File: config.mk
export PLATFORM = sky130hd
export DESIGN_NAME = fg_framebuffer_writer
export DESIGN_NICKNAME = d
export VERILOG_FILES = /design/src/rtl/fg_pkg.sv /design/src/rtl/sync_fifo.sv /design/src/rtl/fg_framebuffer_writer.sv
export SDC_FILE = /design/constraint.sdc
export NUM_CORES = 1
export LEC_CHECK = 0
export BUFFER_PORTS_ARGS = -buffer_cell sky130_fd_sc_hd__buf_2
export CORE_MARGIN = 2
export CORE_UTILIZATION = 50
export CTS_CLUSTER_SIZE = 20
export DETAILED_ROUTE_END_ITERATION = 8
export HOLD_SLACK_MARGIN = 0.06
export PLACE_DENSITY = 0.64
export RECOVER_POWER = 25
export SYNTH_ARGS = -nofsm -noshare
export SYNTH_HDL_FRONTEND = slang
export SYNTH_SLANG_ARGS = --single-unit
File: constraint.sdc
create_clock -name clk -period 5.7 [get_ports clk]
set_clock_uncertainty 0.2 [all_clocks]
set_input_delay 0.285 -clock clk [delete_from_list [all_inputs] [get_ports clk]]
set_output_delay 0.285 -clock clk [all_outputs]
set_load 0.02 [all_outputs]
File: src/rtl/fg_pkg.sv
// Shared foreground frame-buffer definitions, common to the capture writer,
// the display-side scaler and the SRAM arbiter.
package fg_pkg;

    localparam int RESOLUTION_X    = 800;
    localparam int RESOLUTION_Y    = 600;
    localparam int PRECISION       = 11;
    localparam int PIXEL_BITS      = 12;
    localparam int ADDR_BITS       = 19;
    localparam int FIFO_DEPTH_LOG2 = 4;

    // y*RESOLUTION_X + x needs this many bits before truncation to ADDR_BITS
    localparam int MUL_BITS = PRECISION + $clog2(RESOLUTION_X) + 1;

    localparam logic [PRECISION-1:0] RES_X_C = PRECISION'(RESOLUTION_X);
    localparam logic [PRECISION-1:0] RES_Y_C = PRECISION'(RESOLUTION_Y);

    typedef logic [PIXEL_BITS-1:0] pixel_t;
    typedef logic [ADDR_BITS-1:0]  addr_t;
    typedef logic [PRECISION-1:0]  coord_t;

    typedef struct packed {
        addr_t  addr;
        pixel_t pixel;
    } fb_entry_t;

    function automatic addr_t linear_addr(input coord_t x, input coord_t y);
        logic [MUL_BITS-1:0] full;
        full = MUL_BITS'(y) * MUL_BITS'(RESOLUTION_X) + MUL_BITS'(x);
        return full[ADDR_BITS-1:0];
    endfunction

endpackage

File: src/rtl/sync_fifo.sv
// Single-clock FIFO with an explicit occupancy counter; a push into a full
// FIFO is accepted only when a pop happens on the same edge.
module sync_fifo #(
    parameter int WIDTH      = 8,
    parameter int DEPTH_LOG2 = 4
) (
    input  logic                  clk,
    input  logic                  rst,
    input  logic                  i_push,
    input  logic [WIDTH-1:0]      i_din,
    input  logic                  i_pop,
    output logic [WIDTH-1:0]      o_dout,
    output logic                  o_full,
    output logic                  o_empty,
    output logic [DEPTH_LOG2:0]   o_level
);

    localparam int DEPTH = 1 << DEPTH_LOG2;

    logic [WIDTH-1:0]      r_mem [DEPTH];
    logic [DEPTH_LOG2-1:0] r_wr_ptr;
    logic [DEPTH_LOG2-1:0] r_rd_ptr;
    logic [DEPTH_LOG2:0]   r_level;
    logic                  w_pop;
    logic                  w_push;

    assign o_full  = (r_level == (DEPTH_LOG2+1)'(DEPTH));
    assign o_empty = (r_level == '0);
    assign w_pop   = i_pop && !o_empty;
    assign w_push  = i_push && (!o_full || w_pop);

    always_ff @(posedge clk) begin
        if (w_push) begin
            r_mem[r_wr_ptr] <= i_din;
        end
    end

    always_ff @(posedge clk or posedge rst) begin
        if (rst) begin
            r_wr_ptr <= '0;
            r_rd_ptr <= '0;
            r_level  <= '0;
        end else begin
            if (w_push) begin
                r_wr_ptr <= r_wr_ptr + DEPTH_LOG2'(1);
            end
            if (w_pop) begin
                r_rd_ptr <= r_rd_ptr + DEPTH_LOG2'(1);
            end
            case ({w_push, w_pop})
                2'b10:   r_level <= r_level + (DEPTH_LOG2+1)'(1);
                2'b01:   r_level <= r_level - (DEPTH_LOG2+1)'(1);
                default: r_level <= r_level;
            endcase
        end
    end

    assign o_dout  = r_mem[r_rd_ptr];
    assign o_level = r_level;

endmodule

File: src/rtl/fg_framebuffer_writer.sv
// Foreground capture write path: range check and address generation, FIFO
// buffering, and req/ack write requests toward the SRAM arbiter.
module fg_framebuffer_writer
    import fg_pkg::*;
(
    input  logic                     clk,
    input  logic                     rst,
    input  logic                     frame_start,
    input  logic                     capture_valid,
    input  coord_t                   capture_x,
    input  coord_t                   capture_y,
    input  pixel_t                   capture_pixel,
    output logic                     wr_req,
    output addr_t                    wr_addr,
    output pixel_t                   wr_data,
    input  logic                     wr_ack,
    output logic [FIFO_DEPTH_LOG2:0] fifo_level,
    output logic                     overflow,
    output logic [15:0]              dropped_count
);

    logic      r_s1_valid;
    fb_entry_t r_s1_entry;
    logic      r_overflow;
    logic [15:0] r_dropped;

    logic      w_in_range;
    logic      w_pop;
    logic      w_drop;
    logic      w_fifo_full;
    logic      w_fifo_empty;
    fb_entry_t w_head;

    assign w_in_range = capture_valid && (capture_x < RES_X_C) && (capture_y < RES_Y_C);

    always_ff @(posedge clk or posedge rst) begin
        if (rst) begin
            r_s1_valid <= 1'b0;
            r_s1_entry <= '0;
        end else begin
            r_s1_valid       <= w_in_range;
            r_s1_entry.addr  <= linear_addr(capture_x, capture_y);
            r_s1_entry.pixel <= capture_pixel;
        end
    end

    sync_fifo #(
        .WIDTH      (ADDR_BITS + PIXEL_BITS),
        .DEPTH_LOG2 (FIFO_DEPTH_LOG2)
    ) u_fifo (
        .clk     (clk),
        .rst     (rst),
        .i_push  (r_s1_valid),
        .i_din   (r_s1_entry),
        .i_pop   (w_pop),
        .o_dout  (w_head),
        .o_full  (w_fifo_full),
        .o_empty (w_fifo_empty),
        .o_level (fifo_level)
    );

    assign w_pop  = wr_req && wr_ack;
    assign w_drop = r_s1_valid && w_fifo_full && !w_pop;

    // Storage is not reset, so the head is masked to keep the bus at zero when idle.
    assign wr_req  = !w_fifo_empty;
    assign wr_addr = w_fifo_empty ? '0 : w_head.addr;
    assign wr_data = w_fifo_empty ? '0 : w_head.pixel;

    // A drop on the frame_start edge counts toward the new frame.
    always_ff @(posedge clk or posedge rst) begin
        if (rst) begin
            r_overflow <= 1'b0;
            r_dropped  <= '0;
        end else if (frame_start) begin
            r_overflow <= w_drop;
            r_dropped  <= w_drop ? 16'd1 : 16'd0;
        end else if (w_drop) begin
            r_overflow <= 1'b1;
            if (r_dropped != 16'hFFFF) begin
                r_dropped <= r_dropped + 16'd1;
            end
        end
    end

    assign overflow      = r_overflow;
    assign dropped_count = r_dropped;

endmodule

# Word level (Yosys, flattened, before mapping)
# Memory sizes are Yosys's and may differ from the RTL's.
# Cells that the tools add are included.
dict set report word_totals {
  n_memories 1
  wordCells 49
  reg_bits 62
  ramBits 496
  output_inout_bits 54
  inputBits 39
}
# name depth width read_ports rd_ports_with_merged_regs write_ports line_no
set memory_table {}
lappend memory_table {u_fifo.r_mem 16 31 1 0 1 sync_fifo.sv:20} ;# logic [WIDTH-1:0] r_mem [DEPTH];
dict set report classes {
  eq_ne 4
  reduce_logical 16
  n_mux 11
  n_mul 1
  n_lt_le_gt_ge 2
  add_sub_neg 6
}
# op count
set op_table {}
lappend op_table {{$mux W16} 3}
lappend op_table {{$lt A11 B10 Y1 const B} 2}
lappend op_table {{$add A19 B11 Y19} 1}
lappend op_table {{$mux W19} 1}
lappend op_table {{$add A16 B1 Y16 const B} 1}
lappend op_table {{$ne A16 B16 Y1 const B} 1}
lappend op_table {{$mul A11 B5 Y14 const B} 1}
lappend op_table {{$mux W12} 1}
lappend op_table {{$pmux W5 S2} 1}
lappend op_table {{$add A4 B1 Y4 const B} 2}
lappend op_table {{$logic_and A1 B1 Y1} 7}
lappend op_table {{$reduce_bool A2 Y1} 3}
lappend op_table {{$add A5 B1 Y5 const B} 1}
lappend op_table {{$eq A5 B5 Y1 const B} 1}
lappend op_table {{$logic_not A5 Y1} 1}
lappend op_table {{$mux W1} 5}
lappend op_table {{$sub A5 B1 Y5 const B} 1}
lappend op_table {{$logic_not A1 Y1} 3}
lappend op_table {{$eq A2 B1 Y1 const B} 1}
lappend op_table {{$eq A2 B2 Y1 const B} 1}
lappend op_table {{$reduce_and A2 Y1} 1}
lappend op_table {{$logic_or A1 B1 Y1} 1}

# Longest topological paths before layout
dict set report logic_depth {
  ltp_word 8
  ltp_mapped 14
  depth_no_buf 14
}

# Cells and area by module
# A second synthesis with hierarchy kept.
dict set report unflattened {
  hier_cells 1195
  area_unflattened_um2 22738.1
}
# module cells_each instances seq_area_each_um2 area_per_inst_um2
set by_module_without_submodules {}
lappend by_module_without_submodules {sync_fifo 864 1 15219.6 19432.4}
lappend by_module_without_submodules {fg_framebuffer_writer 331 1 1226.2 3305.7}

# Worst setup path after synthesis
# No wires, ideal clock.
dict set report synth_timing {
  kind {register -> register}
  start {register u_fifo.r_level[0] (netlist: u_fifo.o_level[0])}
  end {memory u_fifo.r_mem[3][0] (netlist name), enable pin}
  path_buffers 0
  t_required_ps 5042
  path_stages_with_launch 5
  setup_time_ps 458
  slack_ps 1557
  arrival_time_ps 3486
  synth_period_minus_slack_ps 4143
  path_cell_list {dfrtp_1 > nor4_2 > a31oi_1 > nand2_1 > nor3_1}
}
dict set report synth_via {
  elab_chain_cells 8
  elab_cells_between_ends 10
  classes_between {eq/ne: 1; mux: 2; reduce/logical: 7}
}
# element line_no
set synth_rtl {}
lappend synth_rtl {{start, declared} sync_fifo.sv:23} ;# logic [DEPTH_LOG2:0] r_level;
lappend synth_rtl {{start signal, assigned} sync_fifo.sv:51} ;# 2'b10: r_level <= r_level + (DEPTH_LOG2+1)'(1);
lappend synth_rtl {{start signal, assigned} sync_fifo.sv:52} ;# 2'b01: r_level <= r_level - (DEPTH_LOG2+1)'(1);
lappend synth_rtl {{start signal, assigned} sync_fifo.sv:53} ;# default: r_level <= r_level;
lappend synth_rtl {{$logic_not A5 Y1} sync_fifo.sv:28} ;# assign o_empty = (r_level == '0);
lappend synth_rtl {{$logic_not A1 Y1} {sync_fifo.sv:29, fg_framebuffer_writer.sv:66}}
lappend synth_rtl {{$logic_and A1 B1 Y1} fg_framebuffer_writer.sv:62} ;# assign w_pop = wr_req && wr_ack;
lappend synth_rtl {{$logic_and A1 B1 Y1} sync_fifo.sv:29} ;# assign w_pop = i_pop && !o_empty;
lappend synth_rtl {{$logic_or A1 B1 Y1 *} sync_fifo.sv:30} ;# assign w_push = i_push && (!o_full || w_pop);
lappend synth_rtl {{$logic_and A1 B1 Y1 *} sync_fifo.sv:30}
lappend synth_rtl {{$mux W1 *} sync_fifo.sv:33} ;# if (w_push) begin
lappend synth_rtl {{$mux W1 (implied by the code) *} sync_fifo.sv:34} ;# r_mem[r_wr_ptr] <= i_din;
lappend synth_rtl {{end, declared} sync_fifo.sv:20}
# Every way passes the cells marked *; elsewhere a longest branch is shown, timed or not.

# Worst setup path in the final report
dict set report layout_timing {
  start {register u_fifo.r_rd_ptr[0]}
  end {output wr_addr[18]}
}
dict set report layout_via {
  elab_chain_cells 2
}
# element line_no
set layout_rtl {}
lappend layout_rtl {{start, declared} sync_fifo.sv:22} ;# logic [DEPTH_LOG2-1:0] r_rd_ptr;
lappend layout_rtl {{start signal, assigned} sync_fifo.sv:48} ;# r_rd_ptr <= r_rd_ptr + DEPTH_LOG2'(1);
lappend layout_rtl {{$mem_v2 Z16 W31} n/a}
lappend layout_rtl {{$mux W19} fg_framebuffer_writer.sv:67} ;# assign wr_addr = w_fifo_empty ? '0 : w_head.addr;
lappend layout_rtl {{end, declared} fg_framebuffer_writer.sv:14} ;# output addr_t wr_addr,
# No other way between the ends.

==> flow_metrics.tcl <==
set metrics [dict create \
    fillers 3296 \
    die_width_um 217 \
    synth-simple-area-share_pct 3.43 \
    cts_root_buf "clkbuf_16" \
    slew_headroom_pct 29.4 \
    min_period_over_period_pct 69.6 \
    syn_area_per_cell_um2 20.6 \
    viasPerCell 5.74 \
    timing.fmax_mhz 252 \
    cts_buffers 55 \
    synth_area_leaders "edfxtp_1 66%, mux4_2 15%, dfrtp_1 6.8%" \
    cts.sinks 558 \
    synth_mux_area_share_pct 15.6 \
    die_h_um 217 \
    worstSetupPathDepth 5 \
    cp_max_fo 28 \
    worstSetupPathType "flip-flop to output pin" \
    synth-edff-count 496 \
    max_stage_delay_ps 820 \
    worst_pin_slew_ps 1050 \
    coreArea_mm2 0.0451 \
    synthToLayoutAreaGrowth_pct 15.2 \
    gp_congestion 0.775 \
    slew_violations 0 \
    ys_types 47 \
    synth_top_family_by_area "multiplexers" \
    cap_violations 0 \
    power_density_mw_per_mm2 466 \
    critPathMostFrequentCell "mux4_2" \
    first_global_vias 11549 \
    p_seq_share_pct 43.2 \
    grt_max_degree 43 \
    hold_viol 0 \
    status "complete, no violations" \
    critPathArrivalTime_ps 3480 \
    layout-drive-gt1-share_pct 28.9 \
    grt-ovfl-total 0 \
    critPathSlowestCell "dfrtp_4" \
    critical-path-top-delay-family "multiplexers" \
    yosys.area.top_type "edfxtp_1" \
    path_clk_slew_ps 70 \
    async_flop_share_pct 11.1 \
    min_period_ps 3970 \
    routed_wirelength_um 48500 \
    setup_violations 0 \
    synth_compound_area_share_pct 1.47 \
    track_usage_pct 21.3 \
    tns_ps 0 \
    yosys.area_share.xor_xnor_pct 1.62 \
    cp_data_required_time_ps 5220 \
    rsz0062_at_grt "false" \
    drt_iter0_markers 902 \
    ff2ff_path_depth 10 \
    syn_inst 1104 \
    cts-htree-levels 2 \
    synth_fa_ha_area_share_pct 3.51 \
    io_pins 93 \
    synth_area_mm2 0.0227 \
    final_antenna_net_count 0 \
    synth-seq-cells 558 \
    p_leak_nw 8.96 \
    initial_core_util_pct 50.4 \
    drc_errors 0 \
    synth_nets 1202 \
    cts_tree "yes" \
    power_w 0.0122 \
    dr.pass1.iters 5 \
    peakVddDrop_mv 0.269 \
    dr_total_vias 10996 \
    synth-seq-area-share_pct 72.4 \
    synth_top_area_share_pct 65.6 \
    hold_depth 3 \
    cts.repair.resized 0 \
    p_sw_share_pct 29.4 \
    antenna_found_initial 1 \
    final_nets 1365 \
    io_buffer_count 92 \
    hpwl_um 27000 \
    dieArea_mm2 0.0471 \
    final_core_util_pct 58.0 \
    rows 78 \
    crit_path_end_kind "output pin" \
    clk_latency_ps 600 \
    path_buf_inv 2 \
    grt_pass1_wl_um 72800 \
    yosys_warnings 0 \
    critPathLaunchType "flip-flop" \
    clkPwrFrac_pct 29.6 \
    netlist_top_cells_count "496 x edfxtp_1, 155 x mux4_2, 62 x dfrtp_1, 51 x ha_1, 46 x inv_1" \
    synth_flop_cell "edfxtp_1" \
    yosysMostFrequentCell "edfxtp_1" \
    power.switching_w 0.00359 \
    avgRoutedWirePerCell_um 25.3 \
    hold_path_class "input port to flip-flop" \
    combPwrFrac_pct 27.2 \
    crit_chain "buf_4 -> mux4_2 -> mux4_2 -> and2_1 -> buf_2" \
    clock_path_buffers 3 \
    p_int_w 0.00860 \
]
==> worst reg2reg max path, stage by stage (launching register included) <==
cell      delay, ps
dfrtp_1         450
nor4_2          440
nand2b_2        580
and2_1          470
ha_1            270
ha_1            340
a21o_1          190
a21oi_1         190
xnor2_1         140
nor2_1           60
xor2_1          150
==> power by group through the flow <==
stage	Clock [W]	Sequential (W)	Combinational, W
5_1_grt	0.00384	0.00531	0.00357
6_report	0.00361	0.00526	0.00331
4_1_cts	0.00368	0.00527	0.00338
3_3_place_gp	0	0.00533	0.00334
2_1_floorplan	0	0.00505	0.00268
3_5_place_dp	0	0.00535	0.00335
==> metal layers <==
| metal | wire length [um] | vias to the layer above | track usage, % |
|---|---|---|---|
| li1 | - | 4782 | - |
| met1 | 20600 | 5857 | 29.9 |
| met2 | 24200 | 296 | 35.0 |
| met3 | 2790 | 61 | 3.98 |
| met4 | 845 | 0 | 4.93 |
| met5 | 0 | - | 0 |
==> stage by stage <==
| step | worst slack [ps] | instances | area [um2] | hold WS, ps |
|---|---|---|---|---|
| 5_1_grt | 1540 | 1914 | 26200 | 105 |
| 3_3_place_gp | 2030 | 1778 | 24000 | 132 |
| 3_5_place_dp | 1930 | 1778 | 24000 | 136 |
| 2_1_floorplan | 1560 | 1104 | 22700 | 116 |
| 4_1_cts | 1620 | 1914 | 26200 | 60.9 |
| 6_report | 1730 | 1915 | 26200 | 89.7 |
==> timing repair <==
| item | CTS | global route |
|---|---|---|
| buffers inserted | 0 | 0 |
| endpoints found under the hold margin | 71 | 0 |
| hold buffers | 32 | 0 |
| endpoints found under the setup margin | 0 | 0 |
==> layout by cell type (no fill, tap or decap), types with 4 or more instances in the layout <==
cell type,instances
dfrtp_1,58
fa_1,8
buf_4,25
nor3_2,4
inv_1,45
nand2b_1,5
buf_2,90
xor2_1,20
nand3_1,8
ha_1,51
nor3_1,5
clkinv_1,7
clkbuf_16,57
o21ai_0,9
nand2_1,18
edfxtp_1,496
dlygate4sd3_1,32
a21o_1,7
clkbuf_8,11
nor2_4,12
clkbuf_1,20
and2_1,36
nand4_1,8
mux4_2,155
nor2_1,24
nor2b_1,5
a21oi_1,14
xnor2_1,22
and4_1,7
==> cells by family after synthesis <==
group,Yosys count
compound gates,49
fa+ha+maj,59
buf+inv,92
mux,159
flops,558
xor+xnor,42
simple gates,145
==> registers in the layout (all words and copies together) (netlist names) <==
register	cells
u_fifo.o_level	5
u_fifo.r_rd_ptr	4
overflow	1
r_s1_entry	31
u_fifo.r_wr_ptr	4
u_fifo.r_mem	496
dropped_count	16
r_s1_valid	1
==> layout make-up <==
cell class	instances	area, um2	share of cell area [%]
diodes	1	2.50	0.00956
repair buffers	152	1030	3.92
clock buffers	86	1650	6.29
inverters	46	174	0.665
flip-flops and latches	558	16500	62.9
well taps	600	751	2.87
multi-input cells	454	5920	22.6
clock inverters	18	185	0.708
==> worst paths after layout <==
check	from	end	slack, ps
setup / recovery	u_fifo.r_rd_ptr[0]	wr_addr[18]	1730
hold / removal	capture_x[10]	r_s1_entry[22]	90
setup reg to reg	u_fifo.o_level[0]	u_fifo.o_level[4]	2120
hold reg to reg	u_fifo.r_rd_ptr[3]	u_fifo.r_rd_ptr[3]	270
max in group asynchronous	rst	u_fifo.r_rd_ptr[1]	3580
min in group asynchronous	rst	dropped_count[9]	620
Note: power is estimated with default switching activity, not from simulation.
